## src/rtl/median_pkg.sv

```systemverilog
// +---------------------------------------------------------------------------+
// | median_pkg : shared constants for the median-of-3 stream filter.          |
// | Revision   : 1.0                                                          |
// +---------------------------------------------------------------------------+
`default_nettype none

package median_pkg;
  localparam int WIN       = 3;
  localparam int DEF_WIDTH = 8;
  localparam int FILL_W    = 2;
endpackage : median_pkg

`default_nettype wire

```

## src/rtl/minmax2.sv

```systemverilog
// +---------------------------------------------------------------------------+
// | minmax2  : combinational unsigned compare-exchange (a, b -> lo, hi).      |
// | Revision : 1.0                                                            |
// +---------------------------------------------------------------------------+
`default_nettype none

module minmax2
  import median_pkg::*;
#(
  parameter int WIDTH = DEF_WIDTH
) (
  input  logic [WIDTH-1:0] a,
  input  logic [WIDTH-1:0] b,
  output logic [WIDTH-1:0] lo,
  output logic [WIDTH-1:0] hi
);

  logic w_a_lt_b;

  assign w_a_lt_b = (a < b);
  assign lo       = w_a_lt_b ? a : b;
  assign hi       = w_a_lt_b ? b : a;

endmodule : minmax2

`default_nettype wire

```

## src/rtl/median3_stream.sv

```systemverilog
// +---------------------------------------------------------------------------+
// | median3_stream : streaming median-of-3 with frame re-priming on in_last,  |
// |                  2-stage compare pipeline.                                |
// | Revision       : 1.0                                                      |
// +---------------------------------------------------------------------------+
`default_nettype none

module median3_stream
  import median_pkg::*;
#(
  parameter int WIDTH = DEF_WIDTH
) (
  input  logic             clk,
  input  logic             rst,
  input  logic             in_valid,
  input  logic [WIDTH-1:0] in_data,
  input  logic             in_last,
  output logic             out_valid,
  output logic [WIDTH-1:0] out_data,
  output logic             out_last
);

  logic [WIDTH-1:0]  r_w0;
  logic [WIDTH-1:0]  r_w1;
  logic [FILL_W-1:0] r_fill;
  logic              w_full;

  logic [WIDTH-1:0]  w_lo;
  logic [WIDTH-1:0]  w_hi;
  logic [WIDTH-1:0]  r_lo;
  logic [WIDTH-1:0]  r_hi;
  logic [WIDTH-1:0]  r_c;
  logic              r_v1;
  logic              r_l1;

  logic [WIDTH-1:0]  w_min_hc;
  logic [WIDTH-1:0]  w_max_hc_unused;
  logic [WIDTH-1:0]  w_med;

  assign w_full = (r_fill == FILL_W'(WIN - 1));

  minmax2 #(.WIDTH(WIDTH)) u_mm_in (
    .a  (in_data),
    .b  (r_w0),
    .lo (w_lo),
    .hi (w_hi)
  );

  minmax2 #(.WIDTH(WIDTH)) u_mm_hc (
    .a  (r_hi),
    .b  (r_c),
    .lo (w_min_hc),
    .hi (w_max_hc_unused)
  );

  assign w_med = (r_lo > w_min_hc) ? r_lo : w_min_hc;

  // Window and fill counter; in_last re-primes so no median spans two frames.
  always_ff @(posedge clk) begin
    if (rst) begin
      r_w0   <= '0;
      r_w1   <= '0;
      r_fill <= '0;
    end else if (in_valid) begin
      r_w1 <= r_w0;
      r_w0 <= in_data;
      if (in_last) begin
        r_fill <= '0;
      end else if (!w_full) begin
        r_fill <= r_fill + FILL_W'(1);
      end
    end
  end

  always_ff @(posedge clk) begin
    if (rst) begin
      r_lo <= '0;
      r_hi <= '0;
      r_c  <= '0;
      r_v1 <= 1'b0;
      r_l1 <= 1'b0;
    end else begin
      r_lo <= w_lo;
      r_hi <= w_hi;
      r_c  <= r_w1;
      r_v1 <= in_valid && w_full;
      r_l1 <= in_valid && in_last;
    end
  end

  always_ff @(posedge clk) begin
    if (rst) begin
      out_valid <= 1'b0;
      out_data  <= '0;
      out_last  <= 1'b0;
    end else begin
      out_valid <= r_v1;
      out_data  <= w_med;
      out_last  <= r_l1 && r_v1;
    end
  end

endmodule : median3_stream

`default_nettype wire
```

## config.mk

```make
export PLATFORM = sky130hd
export DESIGN_NAME = median3_stream
export DESIGN_NICKNAME = d
export VERILOG_FILES = /design/src/rtl/median_pkg.sv /design/src/rtl/minmax2.sv /design/src/rtl/median3_stream.sv
export SDC_FILE = /design/constraint.sdc
export NUM_CORES = 1
export LEC_CHECK = 0
export BUFFER_PORTS_ARGS = -buffer_cell sky130_fd_sc_hd__buf_2
export CELL_PAD_IN_SITES_DETAIL_PLACEMENT = 0
export CELL_PAD_IN_SITES_GLOBAL_PLACEMENT = 1
export CORE_MARGIN = 5
export CORE_UTILIZATION = 50
export DETAILED_ROUTE_END_ITERATION = 7
export PLACE_DENSITY_LB_ADDON = 0.1
export RECOVER_POWER = 50
export SLEW_MARGIN = 20
export SYNTH_ARGS = -nofsm -noshare
export SYNTH_HDL_FRONTEND = slang
export SYNTH_SLANG_ARGS = --single-unit
```

## constraint.sdc

```tcl
create_clock -name clk -period 7.8 [get_ports clk]
set_clock_uncertainty 0.15 [all_clocks]
set_input_delay 0.39 -clock clk [delete_from_list [all_inputs] [get_ports clk]]
set_output_delay 0.39 -clock clk [all_outputs]
set_load 0.02 [all_outputs]
```

# Word level (Yosys, flattened, before mapping)
# Cells that the tools add are included.
# word_totals
reg_bits	54
in_bits	12
output_inout_bits	10
wordCells	27
# op_classes
addsub	1
n_lt_le_gt_ge	3
eq_ne	2
mux	6
n_reduce_logical	4
# ops
op	count
8-bit two-way mux	4
8-bit < comparator	2
8-bit > comparator	1
2-bit two-way mux	2
1-bit logical AND	3
2-bit by 1-bit adder with 2-bit output, second input constant	1
2-bit == test, second input constant	1
2-bit != test, second input constant	1
2-bit AND reduction	1

# Depth between registers and ports, before layout
# Gate-level depths: netlist of run 1.
# depth
depth_word	4
ltp_mapped	14
ltp_nobuf	13

# Modules after synthesis
# A second synthesis of run 1 with hierarchy kept.
# unflattened
hier_cells	256
hier_area_um2	2768.9
# modules_own_cells
module	n_inst	cells_per_inst	area_per_inst_um2	seq_area_each_um2
median3_stream	1	174	1918.1	1081.0
minmax2	2	41	425.4	0.0

# Least setup slack after synthesis of run 1
# OpenSTA, ideal clock, no wires.
# synth_path
path_kind	flip-flop to flip-flop
startpoint	register r_c[6]
endpoint	register out_data[5]
setup_time_ns	0.091
arrival_time_ns	3.128
required_ns	7.559
slack_ns	4.431
path_stages_with_launch	14
n_path_buf	1
synth_period_minus_slack_ns	3.369
path_cell_list	dfxtp_1 inv_1 ha_1 a21o_1 a211oi_1 o21ai_0 and2_1 ha_1 and3_1 a221o_1 a22oi_2 buf_2 nor2_1 a311oi_1
# synth_between
elab_chain_cells	4
# synth_rtl
item	line_no	rtl
from (decl)	median3_stream.sv:32	logic [WIDTH-1:0] r_c;
from (signal assigned)	median3_stream.sv:85	r_c <= r_w1;
8-bit < comparator	minmax2.sv:20	assign w_a_lt_b = (a < b);
8-bit two-way mux *	minmax2.sv:21	assign lo = w_a_lt_b ? a : b;
8-bit > comparator	median3_stream.sv:56	assign w_med = (r_lo > w_min_hc) ? r_lo : w_min_hc;
8-bit two-way mux *	median3_stream.sv:56	
to (signal assigned)	median3_stream.sv:98	out_data <= w_med;
to (decl)	median3_stream.sv:19	output logic [WIDTH-1:0] out_data,
# Every way passes the cells marked *; elsewhere a longest branch is shown, timed or not.
# A chain may end at the register's enable or synchronous reset.

# Final worst setup path of run 1
# layout_path
startpoint	register r_c[6]
endpoint	register out_data[1]
# Same word-level chain as after synthesis.

==> results.tsv, run 1 <==
stage	metric	value	unit
worst_hold_path	hp-start	in_last	
layout	insertedDiodeCount	0	
layout	seq_area	0.00108	mm^2
worst_setup_path	cp_cell_sequence	inv_1 > ha_1 > a21o_1 > a211oi_1 > o21ai_0 > and2_1 > ha_1 > and3_1 > a221o_1 > a22oi_2 > nor2_1 > a311oi_1	
clocking	cts_resized	0	
detailed_routing	drt-total-wl	4690	um
timing	rsz0062_at_grt	false	
detailed_routing	post_drt_wl_per_cell	13.3	um
detailed_routing	ant_nets	0	
timing	hold_viol	0	
timing	layout_worst_path_cycle_share	50.5	%
clocking	post-cts-setup-buffer-count	0	
grt	grt_overflow	0	
clocking	path_clk_slew	0.10	ns
worst_setup_path	critPathKind	reg -> reg	
die	fp.dieH	82.1	um
clocking	root_buffer	clkbuf_8	
placed_design	post-dp-hpwl	3460	um
synthesis	syn-cell-area	0.00260	mm^2
detailed_routing	drcViolationCount	0	
worst_setup_path	path_buf_inv	1	
grt	grt_pass1_vias	1778	
worst_setup_path	slowest_stage	a211oi_1	
worst_setup_path	startpoint	r_c[6]	
layout	nFillCells	498	
grt	antenna_found_initial	0	
worst_setup_path	worstPathMaxFanout	16	
grt	grt_first_pass_wirelength	8420	um
timing	drv_slew	54	
worst_setup_path	crit_path_frequent_cell	ha_1	
die	ios	22	
synthesis	synth_cells	263	
pwr	powerDensity	231	mW/mm^2
synthesis	yosys_warnings	0	
worst_setup_path	r2r-start	r_c[6]	
clocking	cts_hold_buffers	0	
worst_setup_path	cp_slowest_stage_delay	0.63	ns
synthesis	yosysSeqAreaShare	41.6	%
layout	final_util	55.9	%
die	dieArea	0.00674	mm^2
worst_setup_path	rrSetupSlack	3.86	ns
clocking	clk_latency	0.31	ns
layout	drive_gt1_share	14.2	%
clocking	cts_buffer_depth	2	
layout	finalNonFillerCells	352	
layout	final_cell_mix	dfxtp_1, nor2_1, mux2i_1	
detailed_routing	dr.pass1.iters	6	
timing	finalSetupViolations	0	
placed_design	portBuffers	21	
synthesis	yosys_register_bits	54	
grt	gr-usage-all-layers	16.3	%
timing	fin_crit	3.94	ns
worst_setup_path	start_kind	flip-flop	
status	status	finished, violations left	
detailed_routing	drtIter0Drc	72	
worst_hold_path	hold_depth	2	
worst_hold_path	min_path_type	in -> reg	
synthesis	syn_nets	298	
clocking	clock-sinks	54	
layout	multi_input_area	0.00139	mm^2
timing	worst_slew_pin_slew	2.05	ns
clocking	cts-htree-levels	2	
die	die_x	82.1	um
placed_design	dp.cells	344	
clocking	tritoncts	done	
worst_setup_path	reg2reg_depth	12	
status	violations	max-capacitance violations, max-slew violations	
timing	max_freq	254	MHz
worst_setup_path	crit_family	compound AO/OA/AOI/OAI gates	
synthesis	ys_types	38	
layout	final_nets	316	
worst_setup_path	arrival	3.97	ns
worst_setup_path	required	7.83	ns
pwr	p_leak	1.22	nW
placed_design	gp_congestion	0.812	
clocking	cts_made_buffers	5	
synthesis	avgSynthCellArea	9.89	um^2
die	coreArea	0.00507	mm^2
flow_run	maxCapViolations	1	
timing	whs	0.182	ns
pwr	vdd_drop_max	101	uV
detailed_routing	vias	1812	
timing	fin_tns_setup	0	ns
detailed_routing	viasPerCell	5.15	
worst_setup_path	worst_r2r_endpoint	out_data[1]	
worst_hold_path	holdPathEnd	r_l1	
timing	slew-limit-headroom	-36.6	%
die	start_util	51.2	%
grt	grt_max_degree	54	
die	std_cell_rows	26	
layout	final_common_cell	dfxtp_1	
worst_setup_path	cp-end-kind	flip-flop	
layout	area_delta_synth_final	9.10	%
==> final cells by class <==
cell class / count / area share (%)
Multi-Input combinational cell: 181 / 49.0
Sequential cell: 54 / 38.1
Timing Repair Buffer: 21 / 3.44
Tap cell: 70 / 3.09
Clock buffer: 5 / 2.43
Inverter: 18 / 2.38
Clock inverter: 3 / 1.59
==> where the power goes <==
| group | switching [mW] | internal (mW) |
|---|---|---|
| registers | 0.0109 | 0.300 |
| clock network | 0.0920 | 0.0955 |
| logic | 0.0932 | 0.0638 |
==> flip-flops by register name (all words and copies together) (netlist names), 2 cells and up <==
register,cells
out_data,8
r_c,8
r_hi,8
r_lo,8
r_w0,8
r_w1,8
r_fill,2
==> cells by family (layout without fill, tap and decap cells) <==
family,after synthesis,in the layout,synth area share (%)
adders and majority gates,23,23,11.1
DFF,54,54,41.6
and+or+nand+nor,86,86,17.9
muxes,32,32,12.3
AOI/OAI and AO/OA,40,40,12.1
buffers and inverters,28,47,5.00
==> per-layer routing <==
layer | up-vias | routed length, um | global-route usage, % | share of wire, %
met4 | 0 | 58 | 5.48 | 1.2
met3 | 6 | 224 | 4.01 | 4.8
met1 | 831 | 2270 | 22.5 | 48
met2 | 33 | 2140 | 25.0 | 46
li1 | 942 | - | - | -
met5 | - | 0 | 0 | 0
==> cell usage after synthesis (all sizes together) <==
library cell	count	area share (%)
dfxtp	54	42
mux2i	32	12
nor2	32	4.6
ha	23	11
inv	18	2.6
or2b	14	4.6
nand2	11	1.6
o21ai	11	2.1
nor2b	9	2.2
a311oi	8	2.7
and2	8	1.9
clkbuf	7	1.4
a21o	5	1.5
a21oi	5	1.1
nand2b	4	0.96
a221o	3	1.2
a211o	2	0.67
and3	2	0.48
buf	2	0.63
a2111o	1	0.43
a211oi	1	0.29
a21boi	1	0.29
a221oi	1	1.0
a22oi	1	0.48
a31o	1	0.34
and3b	1	0.34
and4	1	0.34
clkdlybuf4s15	1	0.39
nand3	1	0.19
nand4	1	0.24
nor3	1	0.19
nor3b	1	0.29
==> metrics by stage <==
stage               instance area [um^2]  worst slack [ns]  power, mW
floorplan                           2600              4.43      0.440
global placement                    2730              4.00      0.474
detailed placement                  2730              3.90      0.477
CTS                                 2840              3.87      0.666
global route                        2840              3.39      0.703
finish                              2840              3.86      0.656
==> how the worst max path moves through the flow <==
stage             endpoint  slack (ns)  depth (start not counted)
2_1_floorplan  out_data[5]        4.43                         13
3_3_place_gp   out_data[1]        4.00                         12
3_5_place_dp   out_data[1]        3.90                         12
4_1_cts        out_data[1]        3.87                         12
5_1_grt        out_data[0]        3.39                         12
6_report       out_data[1]        3.86                         12
Note: power is estimated with default switching activity, not from simulation.
==> inputs of run 2 (changes only) <==
--- a/config.mk
+++ b/config.mk
@@ -9,7 +9,7 @@
 export CELL_PAD_IN_SITES_DETAIL_PLACEMENT = 0
 export CELL_PAD_IN_SITES_GLOBAL_PLACEMENT = 1
 export CORE_MARGIN = 5
-export CORE_UTILIZATION = 50
+export CORE_UTILIZATION = 46
 export DETAILED_ROUTE_END_ITERATION = 7
 export PLACE_DENSITY_LB_ADDON = 0.1
 export RECOVER_POWER = 50
==> constraint.sdc (replaced) <==
create_clock -name clk -period 3.76 [get_ports clk]
set_clock_uncertainty 0.15 [all_clocks]
set_input_delay 0.188 -clock clk [delete_from_list [all_inputs] [get_ports clk]]
set_output_delay 0.188 -clock clk [all_outputs]
set_load 0.02 [all_outputs]
==> results.tsv, run 2 (synthesized netlist as in run 1, its figures left out) <==
stage	metric	value	unit	change
detailed_routing	ant_nets	0		unchanged
die	fp.dieH	85.2	um	+3.7%
timing	fin_crit	3.43	ns	-0.503 ns
clocking	cts-htree-levels	2		unchanged
worst_setup_path	cp-end-kind	flip-flop		
worst_setup_path	critPathKind	reg -> reg		
pwr	vdd_drop_max	206	uV	+100%
detailed_routing	vias	1782		-1.7%
clocking	root_buffer	clkbuf_8		
worst_setup_path	arrival	3.49	ns	-0.48 ns
flow_run	maxCapViolations	0		-1
detailed_routing	dr.pass1.iters	4		-2
die	die_x	85.2	um	+3.7%
grt	gr-usage-all-layers	13.5	%	-2.8 points
die	std_cell_rows	27		+3.8%
pwr	power.internal	1.06	mW	+130%
pwr	powerDensity	496	mW/mm^2	+110%
worst_setup_path	startpoint	r_c[6]		
layout	seq_area	0.00108	mm^2	unchanged
worst_setup_path	start_kind	flip-flop		
grt	antenna_found_initial	0		unchanged
worst_setup_path	rrSetupSlack	0.33	ns	-3.54 ns
layout	drive_gt1_share	14.2	%	+0.052 points
detailed_routing	drcViolationCount	0		unchanged
layout	nFillCells	532		+6.8%
timing	rsz0062_at_grt	false		
placed_design	post-dp-hpwl	3460	um	about the same
timing	drv_slew	0		-100%
clocking	clock-sinks	54		unchanged
pwr	p_leak	1.26	nW	+3.7%
grt	grt_pass1_vias	1764		-0.79%
die	dieArea	0.00726	mm^2	+7.6%
layout	multi_input_area	0.00140	mm^2	+0.99%
clocking	cts_made_buffers	5		unchanged
layout	insertedDiodeCount	0		unchanged
placed_design	dpl_cell_area	0.00275	mm^2	+0.64%
worst_setup_path	endpoint	out_data[1]		
grt	grt_overflow	0		unchanged
die	coreArea	0.00551	mm^2	+8.5%
pwr	clock_power_share	31.8	%	+3.2 points
timing	fin_tns_setup	0	ns	unchanged
layout	area_delta_synth_final	13.0	%	
clocking	post-cts-setup-buffer-count	0		unchanged
timing	slew-limit-headroom	42.8	%	+79 points
worst_setup_path	r2r-start	r_c[6]		
timing	worst_slew_pin_slew	0.857	ns	-1.19 ns
clocking	cts_buffer_depth	2		unchanged
timing	finalSetupViolations	0		unchanged
worst_setup_path	worst_r2r_endpoint	out_data[1]		
pwr	pwr-share-seq	44.3	%	-3.2 points
status	status	completed		
layout	final_cell_mix	dfxtp_1, nor2_1, mux2i_1		
pwr	swShare	27.5	%	-2.4 points
timing	layout_worst_path_cycle_share	91.3	%	+41 points
placed_design	portBuffers	21		unchanged
pwr	p_sw	0.400	mW	+100%
worst_hold_path	min_path_type	in -> reg		
worst_setup_path	required	3.82	ns	-4.01 ns
worst_setup_path	worstPathMaxFanout	16		unchanged
placed_design	gp_congestion	0.753		-7.3%
layout	final_nets	322		+1.9%
clocking	path_clk_slew	0.09	ns	about the same
layout	final_common_cell	dfxtp_1		
pwr	total_power	1.46	mW	+120%
timing	max_freq	291	MHz	+15%
layout	final_util	53.4	%	-2.5 points
die	start_util	47.2	%	-4.0 points
grt	grt_max_degree	54		unchanged
pwr	p_comb_share	23.9	%	about the same
grt	grt_first_pass_wirelength	8020	um	-4.7%
worst_setup_path	reg2reg_depth	14		+2
layout	finish.instance_area	0.00294	mm^2	+3.6%
die	ios	22		unchanged
detailed_routing	drt-total-wl	4560	um	-2.9%
detailed_routing	post_drt_wl_per_cell	12.7	um	-5.0%
timing	hold_viol	0		unchanged
detailed_routing	drtIter0Drc	39		-46%
clocking	tritoncts	done		
clocking	clk_latency	0.30	ns	about the same
detailed_routing	viasPerCell	4.95		-3.8%
-- run 2: metal layers --
layer	part of all wire, %	GRT usage, %	vias to the layer above
met5	0	0	-
met4	0.75	3.45	0
met3	2.8	3.50	4
met2	44	21.2	16
met1	52	18.5	808
li1	-	-	954
-- run 2: worst min path at each step --
stage	start	end	slack, ns	cells past startpoint
2_1_floorplan	in_data[6]	r_w0[6]	0.19	2
3_3_place_gp	r_l1	out_last	0.27	1
3_5_place_dp	r_l1	out_last	0.28	1
4_1_cts	in_data[0]	r_w0[0]	0.006	3
5_1_grt	in_data[7]	r_w0[7]	0.02	3
6_report	in_data[7]	r_w0[7]	0.01	3
-- run 2: repair_timing --
| action | 4_1_cts | 5_1_grt |
|---|---|---|
| gates resized for setup | 0 | 3 |
| endpoints found under the setup margin | 0 | 6 |
| hold buffers | 4 | 0 |
| hold endpoints to repair | 4 | 0 |
-- run 2: power groups by stage --
stage                     sequential [mW]  clock, mW  combinational [mW]
final                               0.645      0.463               0.348
after global routing                0.652      0.499               0.393
after CTS                           0.645      0.477               0.345
after detailed placement            0.658          0               0.342
after global placement              0.658          0               0.338
after floorplan                     0.687          0               0.226
-- run 2: layout make-up --
type                    instances  share of cell area [%]
clock buffers                   6                    2.81
multi-input cells             181                    47.7
clock inverters                 2                    2.04
well taps                      72                    3.07
flip-flops and latches         54                    36.8
inverters                      18                    2.30
repair buffers                 27                    5.24
-- run 2: worst max-delay path, cell delays in order, from the launching register on --
cell,delay [ns]
dfxtp_1,0.35
inv_1,0.05
ha_1,0.28
a21o_1,0.22
a211o_1,0.33
a21oi_4,0.19
o21ai_0,0.15
and2_1,0.16
ha_1,0.28
and3_1,0.19
a221o_1,0.36
a22oi_2,0.14
buf_6,0.19
nor2_1,0.06
a311oi_2,0.24
-- run 2: through the flow --
step | setup slack [ns] | hold WS (ns) | instances
2_1_floorplan | 0.391 | 0.186 | 263
3_3_place_gp | 0.290 | 0.271 | 348
3_5_place_dp | 0.234 | 0.282 | 348
4_1_cts | 0.208 | 0.00593 | 360
5_1_grt | 0.0333 | 0.0189 | 360
6_report | 0.326 | 0.0127 | 360
